`config.mk`:
```
export PLATFORM = sky130hd
export DESIGN_NAME = power_mode_sequencer
export DESIGN_NICKNAME = d
export VERILOG_FILES = /design/src/rtl/power_mode_sequencer.sv
export SDC_FILE = /design/constraint.sdc
export NUM_CORES = 1
export LEC_CHECK = 0
export ABC_CLOCK_PERIOD_IN_PS = 5500
export CORE_ASPECT_RATIO = 0.8
export CORE_UTILIZATION = 60
export CTS_BUF_LIST = sky130_fd_sc_hd__clkbuf_8 sky130_fd_sc_hd__clkbuf_16
export DETAILED_ROUTE_END_ITERATION = 6
export PLACE_DENSITY = 0.83
export RECOVER_POWER = 25
export SYNTH_ARGS = -nofsm -noshare
export SYNTH_HDL_FRONTEND = slang
export SYNTH_SLANG_ARGS = --single-unit
```
`constraint.sdc`:
```
create_clock -name clk_in -period 5.5 [get_ports clk_in]
set_clock_uncertainty 0.2 [all_clocks]
set_input_delay 0.825 -clock clk_in [delete_from_list [all_inputs] [get_ports clk_in]]
set_output_delay 0.825 -clock clk_in [all_outputs]
set_load 0.03 [all_outputs]
```
`src/rtl/power_mode_sequencer.sv`:
```
`default_nettype none
// ============================================================================
//  Module      : power_mode_sequencer
//  Description : Moves the PAD clock domain into and out of sleep.
//                Entry order: isolate the PAD outputs, then gate the clock.
//                Exit order : restore the clock, then release isolation.
//                Entry is caused by an inactivity timeout or a software
//                sleep request. Exit is caused by a wake request or by pad
//                activity.
//  Ports       : clk_in        system clock (always running)
//                rst_n_in      asynchronous active-low reset
//                activity_in   pad activity seen this cycle
//                sleep_req     software force-sleep (level)
//                wake_req      wake request (level)
//                clk_en_out    PAD clock-gate enable (1 = clock runs)
//                iso_en_out    PAD output isolation (1 = isolated)
//                pad_rst_n_out PAD-domain active-low reset
//                mode_out      00 ACTIVE, 01 ENTERING, 10 SLEEP, 11 WAKING
//                busy_out      1 in ISOLATE, WAKE_CLK and EXIT_ISO
//  Config      : PMS_SLEEP_RESET_EN - when defined, the PAD domain is held
//                in reset while asleep and released inside WAKE_CLK.
//  Revision    : 1.0 - initial release
// ============================================================================
module power_mode_sequencer #(
    parameter int IDLE_TIMEOUT = 16,  // >= 2
    parameter int SETTLE_CYC   = 4,   // >= 2
    parameter int CNT_W        = 8
) (
    input  logic       clk_in,
    input  logic       rst_n_in,
    input  logic       activity_in,
    input  logic       sleep_req,
    input  logic       wake_req,
    output logic       clk_en_out,
    output logic       iso_en_out,
    output logic       pad_rst_n_out,
    output logic [1:0] mode_out,
    output logic       busy_out
);

    typedef enum logic [2:0] {
        ST_ACTIVE   = 3'd0,
        ST_ISOLATE  = 3'd1,
        ST_SLEEP    = 3'd2,
        ST_WAKE_CLK = 3'd3,
        ST_EXIT_ISO = 3'd4
    } state_t;

    localparam logic [CNT_W-1:0] c_idle_last   = CNT_W'(IDLE_TIMEOUT - 1);
    localparam logic [CNT_W-1:0] c_settle_last = CNT_W'(SETTLE_CYC - 1);
    localparam logic [CNT_W-1:0] c_cnt_max     = '1;

    localparam logic [1:0] c_mode_active   = 2'b00;
    localparam logic [1:0] c_mode_entering = 2'b01;
    localparam logic [1:0] c_mode_sleep    = 2'b10;
    localparam logic [1:0] c_mode_waking   = 2'b11;

    state_t           r_state;
    state_t           w_state_next;
    logic [CNT_W-1:0] r_idle_cnt;
    logic [CNT_W-1:0] w_idle_next;
    logic [CNT_W-1:0] r_settle_cnt;
    logic [CNT_W-1:0] w_settle_next;

    logic             w_clk_en_next;
    logic             w_iso_en_next;
    logic             w_pad_rst_n_next;
    logic [1:0]       w_mode_next;
    logic             w_busy_next;

    // Next-state and counter logic
    always_comb begin
        w_state_next  = r_state;
        w_idle_next   = r_idle_cnt;
        w_settle_next = r_settle_cnt;
        case (r_state)
            ST_ACTIVE: begin
                // sleep_req has priority over activity in the same cycle
                if (sleep_req) begin
                    w_state_next  = ST_ISOLATE;
                    w_idle_next   = '0;
                    w_settle_next = '0;
                end else if (activity_in) begin
                    w_idle_next = '0;
                end else if (r_idle_cnt == c_idle_last) begin
                    w_state_next  = ST_ISOLATE;
                    w_idle_next   = '0;
                    w_settle_next = '0;
                end else if (r_idle_cnt != c_cnt_max) begin
                    w_idle_next = r_idle_cnt + 1'b1;
                end
            end
            ST_ISOLATE: begin
                // Abort goes straight to EXIT_ISO: the clock was never gated
                if (wake_req || activity_in) begin
                    w_state_next = ST_EXIT_ISO;
                end else if (r_settle_cnt == c_settle_last) begin
                    w_state_next = ST_SLEEP;
                end else begin
                    w_settle_next = r_settle_cnt + 1'b1;
                end
            end
            ST_SLEEP: begin
                if (wake_req || activity_in) begin
                    w_state_next  = ST_WAKE_CLK;
                    w_settle_next = '0;
                end
            end
            ST_WAKE_CLK: begin
                if (r_settle_cnt == c_settle_last) begin
                    w_state_next = ST_EXIT_ISO;
                end else begin
                    w_settle_next = r_settle_cnt + 1'b1;
                end
            end
            ST_EXIT_ISO: begin
                w_state_next = ST_ACTIVE;
                w_idle_next  = '0;
            end
            default: begin
                w_state_next  = ST_ACTIVE;
                w_idle_next   = '0;
                w_settle_next = '0;
            end
        endcase
    end

    // Outputs are decoded from the next state so they change on the same
    // edge as the state register.
    always_comb begin
        w_clk_en_next = (w_state_next != ST_SLEEP);
        w_iso_en_next = (w_state_next == ST_ISOLATE) ||
                        (w_state_next == ST_SLEEP)   ||
                        (w_state_next == ST_WAKE_CLK);
        w_busy_next   = (w_state_next == ST_ISOLATE)  ||
                        (w_state_next == ST_WAKE_CLK) ||
                        (w_state_next == ST_EXIT_ISO);
        case (w_state_next)
            ST_ISOLATE:  w_mode_next = c_mode_entering;
            ST_SLEEP:    w_mode_next = c_mode_sleep;
            ST_WAKE_CLK: w_mode_next = c_mode_waking;
            ST_EXIT_ISO: w_mode_next = c_mode_waking;
            default:     w_mode_next = c_mode_active;
        endcase
    end

`ifdef PMS_SLEEP_RESET_EN
    // Domain reset asserts with the clock gate and releases two cycles
    // after the clock returns, while isolation is still on.
    always_comb begin
        w_pad_rst_n_next = 1'b1;
        if (w_state_next == ST_SLEEP) begin
            w_pad_rst_n_next = 1'b0;
        end else if ((w_state_next == ST_WAKE_CLK) &&
                     ((r_state == ST_SLEEP) || (r_settle_cnt == '0))) begin
            w_pad_rst_n_next = 1'b0;
        end
    end
`else
    // Domain reset only follows the block reset; state survives sleep.
    always_comb begin
        w_pad_rst_n_next = 1'b1;
    end
`endif

    always_ff @(posedge clk_in or negedge rst_n_in) begin
        if (!rst_n_in) begin
            r_state       <= ST_ACTIVE;
            r_idle_cnt    <= '0;
            r_settle_cnt  <= '0;
            clk_en_out    <= 1'b1;
            iso_en_out    <= 1'b0;
            pad_rst_n_out <= 1'b0;
            mode_out      <= c_mode_active;
            busy_out      <= 1'b0;
        end else begin
            r_state       <= w_state_next;
            r_idle_cnt    <= w_idle_next;
            r_settle_cnt  <= w_settle_next;
            clk_en_out    <= w_clk_en_next;
            iso_en_out    <= w_iso_en_next;
            pad_rst_n_out <= w_pad_rst_n_next;
            mode_out      <= w_mode_next;
            busy_out      <= w_busy_next;
        end
    end

endmodule
`default_nettype wire

```
==> results.toml, run 1 <==
[synth]
synth_cell_types = 41
synth_area_per_cell_um2 = 9.50
synth_ff_type = "dfrtp_1"
synth_edf_count = 0
ys_async_sr_fraction_pct = 100
ys_seq_elements = 25
mappedNetlistNets = 147
seq_area_frac_synth_pct = 47.1
synthCells = 140
synth.yosys.warnings = 0
syn_area_um2 = 1330

[sta]
slew_violations = 0
slew_headroom_pct = 26.5
tns_ps = 0
timing.final.hold_violations = 0
worst_pin_slew_ps = 1100
fmax_mhz = 378
rsz0062_at_grt = "no"
min_period_ps = 2640
fin_crit_sh_pct = 48.1
final-setup-viol-count = 0

[cells_and_area]
fillCellCount = 141
diodes = 0
stdcell_count = 173
nets = 157
fin_util_pct = 75.1
drive_gt1_share_pct = 9.40
area_growth_pct = 11.8
final_area_um2 = 1490

[floorplanning]
die_x_um = 54.6
core_area_um2 = 1980
row_count = 14
die_h_um = 44.1
die_area_um2 = 2410
ios = 11
start_util_pct = 67.2

[detailed_routing]
drc_errors = 0
vias_per_cell = 6.10
dr.pass1.iters = 4
wl_mm = 2.49
detailedRoute.firstIterationViolations = 38
ant_nets = 0
num_vias = 1055
wl_per_cell_um = 14.4

[cts]
numCtsBuffers = 3
clk_pin_slew_ps = 90
clk_path_buf_depth = 2
clock_sinks = 25
clock_latency_ps = 270
hold_buffers = 0
cts_setup_buffers = 0
cts.repair.resized = 0
tritoncts = "yes"
clock-root-buffer = "clkbuf_8"
htreeDepth = 1

[critical_path]
worst-path-max-fanout = 9
start_kind = "input port"
regToRegStartpoint = "r_idle_cnt[0]"
crit_required_ps = 5520
worstSetupEndpointType = "flop"
r2r_slack_ps = 3310
r2r_cells = 7
worst-setup-path-type = "input port to flop"
worstPathArrival_ps = 2660
critPathLaunch = "activity_in"
r2r-end = "r_idle_cnt[3]"

[run]
cap_violations = 0

[power]
vdd_drop_max_uv = 282
p_per_area_nw_per_um2 = 377
p_leak_nw = 0.683
finalPower_mw = 0.561

[place]
placed_cells = 169
gp_congestion = 0.824
io_buffers = 10
post_dp_cell_area_um2 = 1440
dp_hpwl_mm = 1.83

[global_routing]
track_usage_pct = 25.7
grt_first_pass_wirelength_mm = 4.39
grt_overflow = 0
grt_max_degree = 26
antenna_found_initial = 0
grt_pass1_vias = 1003

[worst_hold_path]
min_path_cells = 1
hp-start = "r_idle_cnt[3]"
hold-path-endpoint = "r_idle_cnt[3]"
min_path_type = "flop to flop"

[status]
status = "finished clean"
==> through the flow <==
step	worst slack, ps	hold WS (ps)
2_1_floorplan	3360	251
3_3_place_gp	2750	277
3_5_place_dp	2670	290
4_1_cts	2970	305
5_1_grt	2730	324
6_report	2860	307
==> layout make-up <==
cell class | count | area, µm² | area share, %
Clock inverter | 1 | 7.51 | 0.505
Inverter | 1 | 3.75 | 0.253
Tap cell | 24 | 30.0 | 2.02
Clock buffer | 3 | 41.3 | 2.78
Timing Repair Buffer | 10 | 100 | 6.73
Sequential cell | 25 | 627 | 42.2
Multi-Input combinational cell | 109 | 677 | 45.5
==> how the worst max path moves through the flow <==
stage,endpoint,slack (ps),cells past startpoint
6_report,r_idle_cnt[4],2860,5
5_1_grt,r_settle_cnt[7],2730,7
4_1_cts,r_idle_cnt[4],2970,5
3_5_place_dp,r_idle_cnt[4],2670,5
3_3_place_gp,r_idle_cnt[4],2750,5
2_1_floorplan,r_idle_cnt[4],3360,4
==> cell families after synthesis <==
family                   after synthesis  synth area share [%]
AO/OA/AOI/OAI                         32                  16.5
AND/OR/NAND/NOR                       66                  26.6
multiplexers                           3                  2.35
other                                  1                 0.282
buffers and inverters                  6                  1.98
adder cells (fa/ha/maj)                2                  1.88
flip-flops                            25                  47.1
XOR/XNOR                               5                  3.29
==> per-layer routing <==
metal | share of wire, % | track usage, % | up-vias
met5 | 0 | 0 | -
met4 | 0.36 | 7.18 | 0
met3 | 5.1 | 8.59 | 2
met2 | 48 | 39.5 | 22
met1 | 47 | 34.3 | 513
li1 | - | - | 518
==> flip-flops by register name, indices dropped and copies added, names as in the netlist <==
signal and cells:
mode_out 2, pad_rst_n_out 1, iso_en_out 1, r_idle_cnt 8, busy_out 1, clk_en_out 1
r_settle_cnt 8, r_state 3
==> Yosys cell counts (2+ instances only) <==
cell type	n	area share (%)
a21o_1	2	1.1
a21oi_1	6	2.3
a31oi_1	2	0.94
and3_1	9	4.2
buf_2	2	0.75
clkbuf_1	2	0.56
dfrtp_1	24	45
ha_1	2	1.9
mux2i_1	2	1.5
nand2_1	8	2.3
nand2b_1	2	0.94
nand3_1	9	3.4
nand3b_1	2	1.1
nand4_1	2	0.94
nor2_1	22	6.2
nor3_1	2	0.75
o21ai_0	13	4.9
o31ai_1	2	1.1
xor2_1	5	3.3
==> worst max-delay path, stage by stage <==
cell,delay [ps]
dlygate4sd3_1,610
nor2_1,170
nand3b_1,250
or4b_2,710
nand2_1,90
==> power breakdown <==
part,internal (mW),switching (mW),total [mW]
clock,0.0514,0.0588,0.110
sequential,0.213,0.0399,0.253
combinational,0.0806,0.117,0.197
==> placed cells by master (no fill, tap or decap), drive strengths merged <==
cell type / instances
nand4: 2
dlygate4sd3: 2
nor2b: 1
xor2: 5
inv: 1
nand3: 9
nand3b: 2
o31a: 1
or3: 1
a21oi: 7
mux2i: 2
nor2: 23
dfstp: 1
o31ai: 2
a21o: 2
mux2: 1
nor4: 2
clkbuf: 3
o21ai: 14
a31oi: 3
nand2b: 2
clkdlybuf4s50: 8
o21bai: 2
ha: 2
nor3b: 1
dfrtp: 24
or4: 1
and3: 10
clkinvlp: 1
nor3: 2
or4b: 1
a22o: 1
conb: 1
nand2: 8
and2: 1
(Power assumes the default switching activity.)
==> inputs of run 2 (changes only) <==
- ABC_CLOCK_PERIOD_IN_PS: 5500 -> 2100
- CORE_UTILIZATION: 60 -> 51
- PLACE_DENSITY: 0.83 -> 0.75
- clock period: 5.5 -> 2.1 ns (I/O delays scaled with it)
==> results.toml, run 2 (synthesized netlist as in run 1, its figures left out) <==
[sta]
fmax_mhz = 505
fin_ws_ps = 121
min_period_ps = 1980
rsz0062_at_grt = "yes"
fin_crit_sh_pct = 94.2
slew_violations = 0
timing.final.hold_violations = 0
tns_ps = 0
final-setup-viol-count = 0

[floorplanning]
core_area_um2 = 2460
start_util_pct = 54.0
ios = 11
die_x_um = 59.1
row_count = 16
die_h_um = 47.7
die_area_um2 = 2820

[cells_and_area]
top_regs = "r_idle_cnt: 8 flops, r_settle_cnt: 8 flops, r_state: 3 flops"
diodes = 0
fillCellCount = 206
layout_common_cells = "nor2_1 (22), dfrtp_1 (22), o21ai_0 (12)"
nets = 168
area_growth_pct = 19.4
drive_gt1_share_pct = 16.9

[critical_path]
slowest_stage = "dfrtp_2"
r2r-end = "r_settle_cnt[7]"
r2r_cells = 6
regToRegStartpoint = "r_idle_cnt[6]"
start_kind = "flop"
worst-setup-path-type = "flop to flop"
crit_required_ps = 2100
critical-path-max-stage-delay_ps = 450
worst-path-max-fanout = 5
worstPathArrival_ps = 1980
r2r_slack_ps = 120
worstSetupEndpointType = "flop"
path_cells = "nor4_4, a31oi_2, o21ai_4, nand4_1, or3_1, a21oi_1"

[place]
place_ws_ps = -80.1
io_buffers = 10
gp_congestion = 0.835
dp_hpwl_mm = 1.90

[detailed_routing]
detailedRoute.firstIterationViolations = 19
wl_mm = 2.55
ant_nets = 0
drc_errors = 0
wl_per_cell_um = 13.0
vias_per_cell = 5.47
wl_met3_um = 93
drt-met1-wl_mm = 1.33
dr.pass1.iters = 4
top_layer = "met4"
num_vias = 1072
met2_length_mm = 1.08

[power]
p_leak_nw = 0.736
p_per_area_nw_per_um2 = 959
vdd_drop_max_uv = 562

[global_routing]
grt_pass1_vias = 887
grt_max_degree = 26
track_usage_pct = 20.0
grt_first_pass_wirelength_mm = 3.94
grt_overflow = 0
antenna_found_initial = 0

[status]
status = "finished clean"

[cts]
clock_sinks = 25
clk_path_buf_depth = 2
clock-root-buffer = "clkbuf_8"
hold_buffers = 0
htreeDepth = 1
tritoncts = "yes"
clock_latency_ps = 270
numCtsBuffers = 3
clk_pin_slew_ps = 80

[run]
cap_violations = 0

[worst_hold_path]
min_path_type = "input port to async pin"
==> run 2: cell types whose count changed in the layout (fill, tap and decap cells not counted), sizes merged <==
cell           previous run  this run
inv                       1         2
dlygate4sd3               2         1
buf                       0        11
clkinvlp                  1         0
clkdlybuf4s50             8         9
==> run 2: what timing repair did <==
| action | CTS | global route |
|---|---|---|
| resized for setup | 0 | 5 |
| setup endpoints to repair | 0 | 10 |
| setup buffers | 0 | 1 |
==> run 2: final cells by class <==
cell class                 instances  area (µm²)  area share, %
tap                               36        45.0           2.84
timing repair buffer              21         183           11.5
sequential                        25         629           39.6
clock buffer                       3        41.3           2.60
inverter                           1        3.75          0.236
multi-input combinational        109         682           42.9
clock inverter                     1        3.75          0.236
==> run 2: where the power goes <==
group	switching, mW	internal, mW
clock	0.146	0.131
combinational	0.321	0.264
sequential	0.102	0.559
==> run 2: worst max path at each step <==
stage                                 end  slack (ps)  depth (start not counted)     startpoint
after floorplan           r_settle_cnt[7]          40                          8  r_idle_cnt[0]
after global placement    r_settle_cnt[6]         -50                          8    activity_in
after detailed placement  r_settle_cnt[4]         -80                          8    activity_in
after CTS                 r_settle_cnt[7]          80                          6  r_idle_cnt[5]
after global routing      r_settle_cnt[7]         -20                          6  r_idle_cnt[6]
final                     r_settle_cnt[7]         120                          6  r_idle_cnt[6]
==> run 2: metal layers <==
| layer | GRT usage (%) | up-vias |
|---|---|---|
| met5 | 0 | - |
| met4 | 11.9 | 0 |
| met3 | 5.95 | 5 |
| met2 | 27.3 | 15 |
| met1 | 28.2 | 513 |
| li1 | - | 539 |
==> run 2: worst max-delay path, delay by kind of cell, from the launching register on <==
family / cells / cell delay, ps
and+or+nand+nor: 3 / 780
AOI/OAI and AO/OA: 3 / 470
DFF: 1 / 450
==> run 2: per-stage QoR <==
stage / std cells / instance area [µm²] / power [mW] / utilization (%) / hold WS, ps
6_report: 196 / 1590 / 1.52 / 64.5 / 277
5_1_grt: 196 / 1590 / 1.62 / 64.5 / 304
4_1_cts: 195 / 1570 / 1.53 / 63.9 / 216
3_5_place_dp: 191 / 1530 / 1.25 / 62.0 / 298
3_3_place_gp: 191 / 1530 / 1.23 / 62.0 / 290
2_1_floorplan: 140 / 1330 / 1.03 / - / -181
==> inputs of run 3 (changes only) <==
- GPL_TIMING_DRIVEN: unset -> 0
==> results.toml, run 3 (synthesized netlist as in run 1, its figures left out) <==
[critical_path]
crit_required_ps = 2100
path_buf_inv = 0
regToRegStartpoint = "r_idle_cnt[6]"
crit_family = "simple AND/OR/NAND/NOR gates"
critPathLaunch = "r_idle_cnt[6]"
worst-path-max-fanout = 5
worstSetupEndpointType = "flop"
worst-setup-path-type = "flop to flop"
slowest_stage = "dfrtp_2"
critical-path-max-stage-delay_ps = 460
start_kind = "flop"
worstPathArrival_ps = 2090
path_cells = "nor4_4, a31oi_4, o21ai_4, nand4_1, or3_1, a21oi_2"

[run]
cap_violations = 0

[cells_and_area]
diodes = 0
regArea_um2 = 629
mostFrequentLayoutCell = "dfrtp_1"
fillCellCount = 197
area_growth_pct = 23.7
multi_input_comb_area_um2 = 721
layout_common_cells = "dfrtp_1 (22), nor2_1 (21), o21ai_0 (11), buf_4 (11)"
final_area_um2 = 1650
nets = 172
drive_gt1_share_pct = 22.0
fin_util_pct = 66.8
top_regs = "r_idle_cnt: 8 flops, r_settle_cnt: 8 flops, r_state: 3 flops"

[detailed_routing]
drc_errors = 0
num_vias = 1134
vias_per_cell = 5.67
wl_mm = 2.98
wl_per_cell_um = 14.9
detailedRoute.firstIterationViolations = 64
dr.pass1.iters = 4
ant_nets = 0

[cts]
clock_sinks = 25
tritoncts = "yes"
numCtsBuffers = 3
htreeDepth = 1
clk_path_buf_depth = 2
clock_latency_ps = 270
clock-root-buffer = "clkbuf_8"
clk_pin_slew_ps = 100
hold_buffers = 0

[sta]
fin_crit_sh_pct = 99.5
hold_slack_ps = 319
fmax_mhz = 479
worst_pin_slew_ps = 1090
final-setup-viol-count = 0
timing.final.hold_violations = 0
slew_headroom_pct = 26.9
slew_violations = 0
rsz0062_at_grt = "yes"
min_period_ps = 2090
tns_ps = 0

[floorplanning]
core_area_um2 = 2460
row_count = 16
die_area_um2 = 2820
start_util_pct = 54.0
ios = 11
die_x_um = 59.1
die_h_um = 47.7

[status]
status = "finished clean"

[power]
switchingPower_mw = 0.627
power_frac_seq_pct = 37.8
vdd_drop_max_uv = 719
netSwitchingFraction_pct = 38.9
clockPowerShare_pct = 18.3
power_frac_comb_pct = 43.9
internal-power_mw = 0.986
p_per_area_nw_per_um2 = 981
p_leak_nw = 0.748

[global_routing]
grt_pass1_vias = 952
antenna_found_initial = 0
grt_first_pass_wirelength_mm = 4.30
track_usage_pct = 20.9
grt_overflow = 0
grt_max_degree = 26

[worst_hold_path]
hp-start = "r_idle_cnt[3]"
min_path_type = "flop to flop"

[place]
dp_hpwl_mm = 1.81
post_dp_cell_area_um2 = 1480
gp_congestion = 0.832
io_buffers = 10
run 3: changes by cell type in the layout (fill, tap and decap cells not counted), sizes merged:
| cell | delta |
|---|---|
| clkinvlp | +1 |
| a21oi | +1 |
| buf | +2 |
| clkbuf | +1 |
| inv | -1 |
run 3: layout make-up:
type,instances,area share [%]
tap,36,2.74
sequential,25,38.3
clock inverter,1,0.456
timing repair buffer,21,11.1
inverter,1,0.228
buffer,3,0.913
multi-input combinational,110,43.8
clock buffer,3,2.51
run 3: repair_timing:
| action | CTS | global route |
|---|---|---|
| buffers inserted | 2 | 9 |
| resized for setup | 2 | 10 |
| gates cloned | 0 | 1 |
| pin swaps | 1 | 9 |
| setup endpoints to repair | 16 | 19 |
run 3: path summary, 6_finish.rpt:
check | end | slack, ps | cells past startpoint
worst max-delay path | r_settle_cnt[7] | 10 | 6
worst min-delay path | r_idle_cnt[3] | 320 | 1
worst max register to register | r_settle_cnt[7] | 10 | 6
worst min register to register | r_idle_cnt[3] | 320 | 1
max in group asynchronous | r_idle_cnt[4] | 490 | 1
min in group asynchronous | r_idle_cnt[5] | 490 | 1
run 3: power by group through the flow:
| stage | sequential (mW) | combinational, mW | clock [mW] |
|---|---|---|---|
| 2_1_floorplan | 0.692 | 0.341 | 0 |
| 3_3_place_gp | 0.620 | 0.580 | 0 |
| 3_5_place_dp | 0.619 | 0.593 | 0 |
| 4_1_cts | 0.609 | 0.631 | 0.301 |
| 5_1_grt | 0.619 | 0.766 | 0.326 |
| 6_report | 0.610 | 0.708 | 0.295 |
run 3: routing by layer:
metal	vias to the layer above	GRT usage [%]	wire, µm	part of all wire [%]
met1	550	29.1	1420	48
met2	31	31.6	1410	47
met5	-	0	0	0
met3	4	5.95	117	3.9
li1	549	-	-	-
met4	0	7.62	40	1.3
run 3: stage by stage:
step	cells	setup slack, ps	power [mW]
after floorplan	140	39.5	1.03
after global placement	186	-211	1.20
after detailed placement	186	-213	1.21
after CTS	191	21.3	1.54
after global routing	200	-131	1.71
final	200	10.1	1.61
